[src/rtl/ca_pkg.sv]
// Shared constants and FSM encoding for the 1-D cellular-automaton generation sequencer.
package ca_pkg;

   localparam int unsigned CA_WORDS    = 32;
   localparam int unsigned CA_WORD_W   = 8;
   localparam int unsigned CA_GEN_W    = 16;
   localparam int unsigned CA_N        = CA_WORDS * CA_WORD_W;
   localparam int unsigned CA_SEED_IDX = CA_N / 2;

   typedef logic [2:0] state_t;

   localparam state_t IDLE     = 3'd0;
   localparam state_t COMPUTE  = 3'd1;
   localparam state_t SWAP     = 3'd2;
   localparam state_t PUBLISH  = 3'd3;
   localparam state_t WAIT_ACK = 3'd4;
   localparam state_t PAUSE    = 3'd5;

endpackage

[src/rtl/ca_word_rule.sv]
// Applies an elementary (Wolfram) rule to one word of cells, given the two boundary neighbours.
module ca_word_rule
   import ca_pkg::*;
#(
   parameter int unsigned WORD_W = CA_WORD_W
) (
   input  logic [7:0]        rule,
   input  logic [WORD_W-1:0] word,
   input  logic              left_bit,
   input  logic              right_bit,
   output logic [WORD_W-1:0] next_word
);

   // ext[i] is the left neighbour of word bit i, ext[i+1] the cell itself, ext[i+2] its right.
   logic [WORD_W+1:0] ext;

   assign ext = {right_bit, word, left_bit};

   always_comb begin
      next_word = '0;
      for (int i = 0; i < int'(WORD_W); i++) begin
         next_word[i] = rule[{ext[i], ext[i+1], ext[i+2]}];
      end
   end

endmodule

[src/rtl/ca_generation_sequencer.sv]
// Steps a 256-cell elementary cellular automaton one word per cycle and publishes each
// generation to the display-copy FSM through a load/ack handshake.
module ca_generation_sequencer
   import ca_pkg::*;
#(
   parameter int unsigned WORDS  = CA_WORDS,
   parameter int unsigned WORD_W = CA_WORD_W,
   parameter int unsigned GEN_W  = CA_GEN_W,
   localparam int unsigned COL_W = $clog2(WORDS)
) (
   input  logic              clk,
   input  logic              reset_n,
   input  logic              start,
   input  logic [7:0]        rule,
   input  logic              run,
   input  logic              step,
   input  logic              stop,
   output logic              load,
   input  logic              ack,
   input  logic [COL_W-1:0]  rd_col,
   output logic [WORD_W-1:0] rd_data,
   output logic [GEN_W-1:0]  gen,
   output logic              busy
);

   localparam int unsigned N         = WORDS * WORD_W;
   localparam int unsigned SEED_IDX  = N / 2;
   localparam int unsigned SEED_WORD = SEED_IDX / WORD_W;
   localparam int unsigned SEED_BIT  = SEED_IDX % WORD_W;
   localparam logic [WORD_W-1:0] SEED_MASK = WORD_W'(1) << SEED_BIT;
   localparam logic [COL_W-1:0]  LAST_COL  = COL_W'(WORDS - 1);

   state_t             state_q, state_d;
   logic [COL_W-1:0]   w_q, w_d;
   logic [COL_W-1:0]   w_left, w_right;
   logic [7:0]         rule_q, rule_d;
   logic [GEN_W-1:0]   gen_q, gen_d;
   logic [WORD_W-1:0]  cur_q [WORDS];
   logic [WORD_W-1:0]  nxt_q [WORDS];
   logic [WORD_W-1:0]  word_next;
   logic               seed_en, compute_en, swap_en;

   // Neighbouring words wrap around the ring of WORDS words.
   assign w_left  = (w_q == '0) ? LAST_COL : w_q - COL_W'(1);
   assign w_right = (w_q == LAST_COL) ? '0 : w_q + COL_W'(1);

   ca_word_rule #(
      .WORD_W (WORD_W)
   ) u_word_rule (
      .rule      (rule_q),
      .word      (cur_q[w_q]),
      .left_bit  (cur_q[w_left][WORD_W-1]),
      .right_bit (cur_q[w_right][0]),
      .next_word (word_next)
   );

   always_comb begin
      state_d    = state_q;
      w_d        = w_q;
      rule_d     = rule_q;
      gen_d      = gen_q;
      seed_en    = 1'b0;
      compute_en = 1'b0;
      swap_en    = 1'b0;
      case (state_q)
         IDLE: begin
            if (start) begin
               rule_d  = rule;
               gen_d   = '0;
               w_d     = '0;
               seed_en = 1'b1;
               state_d = PUBLISH;
            end
         end
         COMPUTE: begin
            compute_en = 1'b1;
            if (w_q == LAST_COL) begin
               w_d     = '0;
               state_d = SWAP;
            end else begin
               w_d = w_q + COL_W'(1);
            end
         end
         SWAP: begin
            swap_en = 1'b1;
            gen_d   = gen_q + GEN_W'(1);
            w_d     = '0;
            state_d = PUBLISH;
         end
         PUBLISH: begin
            state_d = WAIT_ACK;
         end
         WAIT_ACK: begin
            if (ack) begin
               if (stop) begin
                  state_d = IDLE;
               end else if (run) begin
                  state_d = COMPUTE;
               end else begin
                  state_d = PAUSE;
               end
            end
         end
         PAUSE: begin
            if (stop) begin
               state_d = IDLE;
            end else if (step) begin
               state_d = COMPUTE;
            end
         end
         default: begin
            state_d = IDLE;
         end
      endcase
   end

   always_ff @(posedge clk) begin
      if (!reset_n) begin
         state_q <= IDLE;
         w_q     <= '0;
         rule_q  <= '0;
         gen_q   <= '0;
         for (int i = 0; i < int'(WORDS); i++) begin
            cur_q[i] <= '0;
            nxt_q[i] <= '0;
         end
      end else begin
         state_q <= state_d;
         w_q     <= w_d;
         rule_q  <= rule_d;
         gen_q   <= gen_d;
         if (seed_en) begin
            for (int i = 0; i < int'(WORDS); i++) begin
               cur_q[i] <= (i == int'(SEED_WORD)) ? SEED_MASK : '0;
            end
         end
         if (compute_en) begin
            nxt_q[w_q] <= word_next;
         end
         if (swap_en) begin
            for (int i = 0; i < int'(WORDS); i++) begin
               cur_q[i] <= nxt_q[i];
            end
         end
      end
   end

   assign load    = (state_q == PUBLISH);
   assign busy    = (state_q != IDLE);
   assign gen     = gen_q;
   assign rd_data = cur_q[rd_col];

endmodule

[config.mk]
export PLATFORM = sky130hd
export DESIGN_NAME = ca_generation_sequencer
export DESIGN_NICKNAME = d
export VERILOG_FILES = /design/src/rtl/ca_pkg.sv /design/src/rtl/ca_word_rule.sv /design/src/rtl/ca_generation_sequencer.sv
export SDC_FILE = /design/constraint.sdc
export NUM_CORES = 1
export LEC_CHECK = 0
export ABC_AREA = 0
export CAP_MARGIN = 20
export CORE_MARGIN = 3
export CORE_UTILIZATION = 51
export CTS_BUF_LIST = sky130_fd_sc_hd__clkbuf_8
export CTS_CLUSTER_SIZE = 30
export DETAILED_ROUTE_END_ITERATION = 12
export MAX_ROUTING_LAYER = met4
export PLACE_DENSITY_LB_ADDON = 0.08
export SKIP_LAST_GASP = 1
export SLEW_MARGIN = 20
export SYNTH_ARGS = -nofsm -noshare
export SYNTH_HDL_FRONTEND = slang
export SYNTH_SLANG_ARGS = --single-unit
export TNS_END_PERCENT = 50
[constraint.sdc]
create_clock -name clk -period 4.5 [get_ports clk]
set_input_delay 0.45 -clock clk [delete_from_list [all_inputs] [get_ports clk]]
set_output_delay 0.45 -clock clk [all_outputs]
set_load 0.02 [all_outputs]
==> run metrics, run 1 <==
1st-pass router iterations=5; share of layout cells above drive strength 1=0.198; clk_skew=about 27 ps; crit path launch type=register; post-synth cell types=65; ys flop type=edfxtp_1; fin util=0.575; Max Transition Viols Final=0; wire per inst=roughly 28 um; setup tns final=0 ps; critical path type=register to register; number of max-cap violations=0; Post-CTS Setup Bufs=0; cell count after synthesis=around 1.9k; DIE AREA=approximately 54000 sq um; CP Data Arrival Time=about 4400 ps; Crit path max-delay family=multiplexers; Remaining DRCs=0; I/O pins=46; fin area=28900 sq um; Syn Std Cell Area=approximately 26000 sq um; crit path cell chain=buf_12 -> mux4_2 -> mux4_2 -> mux2i_4 -> mux2_2 -> nand2_1 -> o21ai_1 -> mux2i_4 -> buf_4 -> nor2_1; Clock Sinks=~550; pre-CTS setup slack=between 400 and 500 ps; CTS tree=done; Hold Path Class=primary input to register; PostCTS Resize Cnt=0; port buffer count=between 40 and 50; Least-Margin Pin Slew=1090 ps; DR vias=16.7k; warnings from Yosys=0; Fin. Hold Viols=0; CTS Buf Count=94; Cell Pwr Density=between 400 and 500 nW/um^2; delay of the slowest cell on the worst path=700 ps; Final GP Congestion=~0.93; Final HPWL DP=roughly 47 mm; sequential fraction of the synthesis area=0.618; initial antenna violation count=1; relative slew slack=0.273; Chip Height=roughly 230 um; Initial Util=0.516; buffers and inverters on the worst path=2; CP endpoint kind=register; Multi-input gate area=slightly above 9000 sq um; vias per cell=between 6 and 7; top post-synthesis cells by count=edfxtp_1, and3_1, nor2_1; unrepaired setup endpoints after global routing=no; most common cell in the netlist=edfxtp_1; Peak supply drop=approximately 0.34 mV; Post-DP Area=roughly 27000 sq um; final worst setup slack=540 ps; Worst Path Required=4900 ps; top cells by area, synth=edfxtp_1, mux4_2, and3_1; grt ovf=0; Clock Latency Late Sink=between 600 and 700 ps; dominant cell type by area after synthesis=edfxtp_1; Fmax=around 250 MHz; clk root buf=clkbuf_8; # hold bufs at CTS=0; drt total wl=73.6 mm; vias in the first global route=between 15k and 20k; clk slew on worst S/H paths=about 60 ps; EDFF count, synth=just over 500; final critical-path share of the clock period=0.880; P&R area growth vs syn=11.3%; Iter 0 DRT Violations=about 1.8k; status=complete, no violations; HP Start=reset_n; share of synthesized registers carrying an async set or reset=0; maximum fanout along the worst path=24; # rows=between 80 and 90; CP max stage cell=dfxtp_4; chip width=between 200 and 250 um; #FFs+latches synth=between 500 and 600; wire length of the first global-routing pass=108 mm; Clock Path Buffers=3; # fillers=a little over 4k; CTS HTree Levels=3; Post-DRT Antenna Nets=0; syn avg cell area=around 14 sq um; total core area=50300 sq um; LEAKAGE=11.1 nW; syn_nets=~1.9k; GRT Total Usage=0.284; register area=16000 sq um; min cycle time layout=around 4000 ps; largest net degree at the start of global routing=148; Yosys top cell area share=0.583; Final setup viols=0; nets@finish=~2k
## cells by family (layout without fill, tap and decap cells)
group	after synthesis	count (layout)	synth area share
DFF	549	549	0.618
adders and majority gates	7	7	0.00337
xor gates and xnor gates	4	4	0.00135
AOI/OAI and AO/OA	144	144	0.0359
buffers and inverters	176	303	0.0319
other	0	1	0
muxes	209	209	0.160
and+or+nand+nor	774	774	0.150
## metal layers
| metal | part of all wire | vias to the layer above | wire [um] | track usage |
|---|---|---|---|---|
| met5 | 0 | - | 0 | - |
| met2 | 0.46 | 759 | 34100 | 0.423 |
| met4 | 0.034 | 0 | 2480 | 0.107 |
| met3 | 0.078 | 132 | 5750 | 0.0500 |
| met1 | 0.42 | 8567 | 31200 | 0.396 |
| li1 | - | 7207 | - | - |
## stage by stage
| step | hold WS (ps) | power [mW] | std cells |
|---|---|---|---|
| final | 217 | 14.3 | 2663 |
| after global routing | 231 | 14.9 | 2663 |
| after CTS | 175 | 14.3 | 2662 |
| after detailed placement | 479 | 10.3 | 2491 |
| after global placement | 469 | 10.3 | 2491 |
| after floorplan | 443 | 8.95 | 1863 |
## final cells by class
type,instances,area share
Clock inverter,72,0.00991
Timing Repair Buffer,121,0.0399
Sequential cell,549,0.555
Antenna cell,1,0.0000866
Inverter,11,0.00160
Multi-Input combinational cell,1138,0.317
Clock buffer,99,0.0471
Tap cell,672,0.0291
## worst register-to-register path: cells and delay by family, from the launching register on
family	cells	cell delay (ps)
mux	5	2130
simple gates	2	160
buf+inv	2	610
flops	1	700
compound gates	1	110
## power breakdown
group,internal [mW],leakage [nW],switching (mW)
combinational,1.24,4.41,2.21
sequential,6.37,5.72,0.477
clock,2.02,0.971,1.99
## final timing paths
check	to	slack [ps]	cells past startpoint
worst max-delay path	nxt_q[29][2]	540	10
worst min-delay path	gen[14]	220	2
worst max register to register	nxt_q[29][2]	540	10
worst min register to register	cur_q[0][6]	480	2
## placed cells by master, fill, tap and decap left out, drive strengths merged, types with 6 or more instances in the layout
cell,count
a21boi,11
a22o,6
nand2,136
clkbuf,99
mux2,22
inv,49
edfxtp,504
a22oi,6
nor2,293
mux2i,34
clkinv,32
a211oi,9
mux4,153
clkdlybuf4s50,42
nor2b,11
and2,14
nand3b,6
ha,7
o21ai,31
dfxtp,45
buf,79
o211ai,7
and3,264
o22ai,13
a21oi,39
nand3,20
## flip-flops by register name, indices dropped and copies added (netlist names), named ones only
register / count
cur_q: 256
nxt_q: 256
w_q: 5
gen: 16
state_q: 3
rule_q: 8
(Power assumes the default switching activity.)
==> run 2: changes to the inputs <==
--- a/config.mk
+++ b/config.mk
@@ -9,7 +9,6 @@
 export CAP_MARGIN = 20
 export CORE_MARGIN = 3
 export CORE_UTILIZATION = 51
-export CTS_BUF_LIST = sky130_fd_sc_hd__clkbuf_8
 export CTS_CLUSTER_SIZE = 30
 export DETAILED_ROUTE_END_ITERATION = 12
 export MAX_ROUTING_LAYER = met4
==> run metrics, run 2 (same netlist as run 1, synthesis figures left out) <==
Clock Path Buffers=3 (unchanged); CTS Buf Count=59 (-37%); critical path depth=8 (-2); most frequent cells in the layout=edfxtp_1, and3_1, nor2_1, nand2_1, mux4_2; CP max stage cell=dfxtp_4; Post-Layout Cell Count=2600 (-2.4%); DIE AREA=53700 sq um (unchanged); Remaining DRCs=0 (unchanged); nets@finish=1907 (-1.8%); unrepaired setup endpoints after global routing=no; delay of the slowest cell on the worst path=700 ps (about the same); Sw Share=0.311 (-0.0161); Reg2Reg Depth=8 (-2); total core area=50300 sq um (unchanged); clk_skew=16.7 ps (-10.7 ps); initial antenna violation count=1 (unchanged); Cell Pwr Density=513 nW/um^2 (+3.6%); vias in the first global route=15.8k (-1.8%); Post-DRT Antenna Nets=0 (unchanged); setup tns final=0 ps (unchanged); wire per inst=28.1 um (+1.6%); sequential power share=0.458 (-0.020); CP endpoint kind=register; # fillers=4014 (-1.4%); min cycle time layout=3960 ps (-1.27 ps); GRT Total Usage=0.281 (-0.00311); LEAKAGE=11.0 nW (-0.61%); r2r setup slk=540 ps (about the same); relative slew slack=0.273 (about the same); NetSw=4.65 mW (-0.83%); critical path type=register to register; Fin. Hold Viols=0 (unchanged); CTS tree=done; Logic pwr share=0.231 (-0.010); Clock Sinks=549 (unchanged); # hold bufs at CTS=0 (unchanged); largest net degree at the start of global routing=148 (unchanged); placed cells=2491 (unchanged); Crit path max-delay family=multiplexers; Fmax=253 MHz (about the same); PostCTS Resize Cnt=0 (unchanged); buffers and inverters on the worst path=2 (unchanged); I/O pins=46 (unchanged); clk slew on worst S/H paths=70 ps (about the same); CP Data Arrival Time=4300 ps (-60 ps); Hold Path Class=primary input to register; 1st-pass router iterations=5 (unchanged); DR vias=16.4k (-1.5%); maximum fanout along the worst path=32 (+33%); share of layout cells above drive strength 1=0.192 (-0.00598); chip width=232 um (unchanged); crit path cell chain=buf_4 -> mux4_2 -> mux4_2 -> mux2i_4 -> a21oi_1 -> o21ai_4 -> buf_4 -> nor2_1; number of max-cap violations=0 (unchanged); wire length of the first global-routing pass=107 mm (-0.95%); critical path endpoint=nxt_q[11][6]; Clock Latency Late Sink=620 ps (-60 ps); crit path launch type=register; # rows=82 (unchanged); drt total wl=73.0 mm (-0.83%); Iter 0 DRT Violations=1790 (-1.4%); Post-CTS Setup Bufs=0 (unchanged); fin area=29100 sq um (+0.65%); Worst Path Required=4840 ps (-60 ps); Final HPWL DP=46.5 mm (unchanged); status=complete, no violations; final critical-path share of the clock period=0.880 (about the same); Post-DP Area=27200 sq um (unchanged); grt ovf=0 (unchanged); port buffer count=45 (unchanged); Initial Util=0.516 (unchanged); CTS HTree Levels=2 (-1); Chip Height=232 um (unchanged); commonest non-fill, non-tap cell in the layout=edfxtp_1; Final GP Congestion=0.926 (unchanged); Final setup viols=0 (unchanged); Least-Margin Pin Slew=1090 ps (+0.305 ps); Peak supply drop=0.277 mV (-19%); vias per cell=6.31 (+0.85%); Clock power frac=0.311 (+0.031); P&R area growth vs syn=12.0%; Reg2Reg Capture Point=nxt_q[11][6]; Pint=10.3 mW (+6.8%); clk root buf=clkbuf_16; Max Transition Viols Final=0 (unchanged)
==> run 2: cell count changes in the layout (fill, tap and decap cells not counted), moves of 7 or more <==
cell       change
clkbuf_1      +15
inv_1         -37
clkinv_1      -17
clkbuf_8      -93
clkinv_2       +7
clkbuf_16     +61
==> run 2: per-stage QoR <==
| step | hold slack (ps) | setup slack [ps] | total power, mW | utilization |
|---|---|---|---|---|
| final | 269 | 541 | 14.9 | 0.579 |
| after global routing | 301 | 390 | 15.4 | 0.579 |
| after CTS | 252 | 400 | 15.0 | 0.578 |
| after detailed placement | 479 | 424 | 10.3 | 0.542 |
| after global placement | 469 | 515 | 10.3 | 0.542 |
| after floorplan | 443 | 360 | 8.95 | - |
==> run 2: layout make-up <==
| type | instances | area [sq um] | area share |
|---|---|---|---|
| clock inverter | 26 | 171 | 0.00589 |
| tap | 672 | 841 | 0.0289 |
| clock buffer | 82 | 1670 | 0.0572 |
| multi-input combinational | 1138 | 9170 | 0.315 |
| timing repair buffer | 121 | 1150 | 0.0396 |
| antenna | 1 | 2.50 | 0.0000860 |
| sequential | 549 | 16000 | 0.551 |
| inverter | 11 | 46.3 | 0.00159 |
==> run 2: routing by layer <==
layer / part of all wire / track usage / vias up
li1: - / - / 7145
met2: 0.46 / 0.420 / 704
met1: 0.43 / 0.397 / 8430
met3: 0.072 / 0.0414 / 130
met4: 0.035 / 0.100 / 0
met5: 0 / - / -
==> run 2: worst min-delay path by stage <==
| stage | endpoint | cells past startpoint | slack [ps] | startpoint |
|---|---|---|---|---|
| after CTS | gen[14] | 2 | 250 | reset_n |
| final | gen[14] | 2 | 270 | reset_n |
| after global placement | cur_q[0][2] | 2 | 470 | cur_q[0][2] |
| after global routing | gen[14] | 2 | 300 | reset_n |
| after floorplan | cur_q[0][1] | 2 | 440 | cur_q[0][1] |
| after detailed placement | cur_q[0][2] | 2 | 480 | cur_q[0][2] |
==> run 2: power by group through the flow <==
| stage | registers [mW] | clock network, mW | logic (mW) |
|---|---|---|---|
| after global placement | 6.90 | 0 | 3.39 |
| final | 6.84 | 4.65 | 3.44 |
| after floorplan | 6.68 | 0 | 2.27 |
| after global routing | 6.90 | 4.90 | 3.62 |
| after CTS | 6.82 | 4.71 | 3.43 |
| after detailed placement | 6.91 | 0 | 3.41 |
